<file path="src/rtl/say_initiator.sv">
// Caller side of the one-argument "say" action: FIFO-buffers producer values and issues
// them to a responder, with a post-call idle gap and a sticky stall timeout flag.
module say_initiator #(
  parameter int unsigned DEPTH   = 4,
  parameter int unsigned GAP     = 2,
  parameter int unsigned TIMEOUT = 16
) (
  input  logic                     CLK,
  input  logic                     nRST,
  input  logic                     enq__ENA,
  input  logic [31:0]              enq_v,
  output logic                     enq__RDY,
  output logic                     say__ENA,
  output logic [31:0]              say_va,
  input  logic                     say__RDY,
  output logic [31:0]              issued,
  output logic [$clog2(DEPTH):0]   occupancy,
  output logic                     timeout_err
);

  localparam int unsigned PW = $clog2(DEPTH);
  localparam int unsigned CW = PW + 1;
  localparam int unsigned GW = (GAP > 0) ? $clog2(GAP + 1) : 1;
  localparam int unsigned SW = $clog2(TIMEOUT + 1);

  logic [31:0]    mem [DEPTH];
  logic [PW-1:0]  rd_ptr;
  logic [PW-1:0]  wr_ptr;
  logic [CW-1:0]  count;
  logic [GW-1:0]  gap_cnt;
  logic [SW-1:0]  stall_cnt;

  logic armed;
  logic push;
  logic fire;
  logic stalled;

  // ARMED: something queued and the post-call gap has elapsed
  assign armed    = (count != CW'(0)) && (gap_cnt == GW'(0));
  assign enq__RDY = (count != CW'(DEPTH));
  assign push     = enq__ENA && enq__RDY;
  assign fire     = armed && say__RDY;
  assign stalled  = armed && !say__RDY;

  assign say__ENA  = fire;
  assign say_va    = mem[rd_ptr];
  assign occupancy = count;

  always_ff @(posedge CLK) begin
    if (!nRST) begin
      rd_ptr      <= '0;
      wr_ptr      <= '0;
      count       <= '0;
      gap_cnt     <= '0;
      stall_cnt   <= '0;
      issued      <= '0;
      timeout_err <= 1'b0;
    end else begin
      if (push) wr_ptr <= wr_ptr + PW'(1);
      if (fire) rd_ptr <= rd_ptr + PW'(1);

      if (push && !fire)      count <= count + CW'(1);
      else if (fire && !push) count <= count - CW'(1);

      if (fire)                   gap_cnt <= GW'(GAP);
      else if (gap_cnt != GW'(0)) gap_cnt <= gap_cnt - GW'(1);

      // stall counter saturates; the flag latches on the cycle it reaches TIMEOUT
      if (fire || count == CW'(0))                stall_cnt <= '0;
      else if (stalled && stall_cnt != SW'(TIMEOUT)) stall_cnt <= stall_cnt + SW'(1);

      if (stalled && stall_cnt >= SW'(TIMEOUT - 1)) timeout_err <= 1'b1;

      if (fire) issued <= issued + 32'd1;
    end
  end

  // storage needs no reset: pointers and count define validity
  always_ff @(posedge CLK) begin
    if (push) mem[wr_ptr] <= enq_v;
  end

endmodule

</file>
<file path="config.mk">
export PLATFORM = sky130hd
export DESIGN_NAME = say_initiator
export DESIGN_NICKNAME = d
export VERILOG_FILES = /design/src/rtl/say_initiator.sv
export SDC_FILE = /design/constraint.sdc
export NUM_CORES = 1
export LEC_CHECK = 0
export CELL_PAD_IN_SITES_DETAIL_PLACEMENT = 0
export CELL_PAD_IN_SITES_GLOBAL_PLACEMENT = 2
export CORE_ASPECT_RATIO = 0.7
export CORE_MARGIN = 3
export CORE_UTILIZATION = 38
export DETAILED_ROUTE_END_ITERATION = 16
export GPL_TIMING_DRIVEN = 1
export PLACE_DENSITY = 0.85
export SETUP_SLACK_MARGIN = 0.15
export SYNTH_ARGS = -nofsm -noshare
export SYNTH_HDL_FRONTEND = slang
export SYNTH_SLANG_ARGS = --single-unit
</file>
<file path="constraint.sdc">
create_clock -name CLK -period 2.9 [get_ports CLK]
set_input_delay 0.435 -clock CLK [delete_from_list [all_inputs] [get_ports CLK]]
set_output_delay 0.435 -clock CLK [all_outputs]
set_load 0.005 [all_outputs]
</file>
==> impl_results.md <==
- I/O pins: 106
- Synth warnings: 0
- Vias per cell: 5.21
- First-pass DRT Iterations: 4
- Initial DRC count: 321
- Overall power: 7.09 mW
- Num CTS Buffers: 17
- Syn Nets: 496
- Die Width: approximately 170 um
- Cell area power density: 780 nW/um^2
- CP peak stage delay: 530 ps
- Fillers: 1,443
- Initial antenna violation count: 0
- Peak supply drop: around 0.43 mV
- RSZ-0062 raised after global routing: no
- Commonest non-fill, non-tap cell in the layout: edfxtp_1
- Register area share after synthesis: 68.6%
- Crit path max fanout: 18
- Post-CTS Hold Buffers: 0
- CTS root buf: clkbuf_16
- First-pass GRT wire length: 24.0 mm
- Tmin final: 2580 ps
- Mapped Area: a little over 7000 sq um
- Clk buf depth: 2
- Syn Inst Count: 450
- Crit path DAT: 2140 ps
- Avg Inst Size Synth: 15.6 sq um
- Die height: about 120 um
- Final setup fails: 0
- Worst-path cell with the longest stage delay: mux4_2
- Synth top area share: 54.6%
- Status: completed
- I/O Buffers: 105
- Final Util: about half
- CTS clk-pin slew, worst paths: about 70 ps
- Hold Path Class: register to register
- Worst Hold Slack: approximately 470 ps
- Routability cong.: 0.790
- Crit Path Category: register to output port
- Fin crit share: 88.8%
- Leak Pwr: 2.88 nW
- Number of synthesized register bits: between 150 and 200
- Post-synth cell types: 39
- Cell row count: 40
- Fin Clk Skew: 12.5 ps
- CTS tree: built
- Max-Cap Viols: 0
- Synth area leaders: edfxtp_1 (55%), dfxtp_1 (14%), mux4_2 (10%)
- Vias in the first global route: 4,354
- Clock sink count: 177
- H-Tree Depth: 4
- Routed len/inst: between 15 and 20 um
- Startpoint Class: register
- Post-synth ARST share: 0%
- Fin nets: 616
- EDFF count, synth: 128
- Total Routing Usage GR: 15.4%
- WP buf/inv: 2
- Setup tns final: 0 ps
- DRC viols: 0
- Post-DP HPWL: 9.96 mm
- Slew Viols, Final: 0
- Routed WL: 14.7 mm
- Antenna-violating nets left: 0
- Diodes inserted: 0
- Hold Fails Final Rpt: 0
- Initial Util: 39.8%
- Clk Latency, worst-skew pair: approximately 430 ps
- GRT overflow: 0
- Crit path max-delay family: buffers and inverters
- Most frequent cells in the layout: edfxtp_1 (128), clkdlybuf4s50_1 (105), dfxtp_1 (47)
- CP required: 2470 ps
- Main synth FF type: edfxtp_1
- Worst-margin pin slew: approximately 600 ps
- Total core area: about 18,000 sq um
- Largest net degree at the start of global routing: 33
- Worst path cell trace: buf_12 > mux4_2 > clkdlybuf4s50_1
- Routed vias: 4,237
- Worst rel slew slack: between 50% and 60%
- Fmax: 388 MHz
- Synthesis-to-finish area growth: 29.2%
- Total die area: 20,200 sq um
- Crit. End Element: output port
- Layout cells sized above 1: 15.1%
- Synth area leader: edfxtp_1
layer usage:
metal	global-route usage, %	share of wire (%)	vias to the layer above
met3	4.45	4.8	9
met1	21.5	46	2119
met2	24.1	48	96
li1	-	-	2013
met5	0	0	-
met4	3.73	0.73	0
cell usage after synthesis, drive strengths merged (3+ instances only):
cell type,number
xnor2,7
mux2i,10
o21ai,5
and2,5
nand4,6
nor2,19
nor3,3
buf,5
or3,10
nand2b,7
o31ai,14
dfxtp,49
or4,19
clkbuf,14
and3,4
mux4,32
edfxtp,128
nor4,10
xor2,7
nand2,26
ha,9
inv,12
a21oi,21
nand3,12
through the flow:
stage	worst slack [ps]	area, sq um	std cells
after floorplan	607	7040	450
after global placement	215	8490	782
after detailed placement	152	8490	782
after CTS	259	9080	814
after global routing	202	9090	814
final	324	9090	814
kinds of logic after synthesis:
logic type,Yosys count,share of synthesized area [%]
xor gates and xnor gates,14,1.74
adders and majority gates,10,1.88
buffers and inverters,32,1.81
and+or+nand+nor,131,10.5
DFF,177,68.6
AOI/OAI and AO/OA,44,3.79
muxes,42,11.7
final timing paths:
| check | startpoint | endpoint | slack (ps) | depth (start not counted) |
|---|---|---|---|---|
| min | timeout_err | timeout_err | 470 | 1 |
| max reg2reg | occupancy[2] | occupancy[2] | 530 | 8 |
| max | register | say_va[9] | 320 | 3 |
| min reg2reg | timeout_err | timeout_err | 470 | 1 |
cell type report:
cell class                 instances  area, sq um  share of cell area [%]
tap                              231          289                    3.18
inverter                          13         48.8                   0.537
multi-input combinational        241         2100                    23.1
clock buffer                      18          429                    4.72
timing repair buffer             120         1240                    13.6
sequential                       177         4830                    53.1
clock inverter                    14          158                    1.73
report_power, final:
group | leakage (nW) | switching (mW) | internal [mW]
clock | 0.288 | 1.08 | 1.16
sequential | 1.57 | 0.160 | 2.99
combinational | 1.03 | 0.700 | 0.995
timing repair:
action | in CTS | in global routing
setup endpoints to repair | 1 | 1
gates cloned | 0 | 0
hold endpoints to repair | 0 | 0
gates resized for setup | 1 | 2
buffers inserted | 0 | 0
flip-flops by register name, indices dropped and copies added (netlist names), named ones only:
register and flops:
mem 128, issued 32, stall_cnt 5, occupancy 3
gap_cnt 2, rd_ptr 2, wr_ptr 2, timeout_err 1
Note: power is estimated with default switching activity, not from simulation.
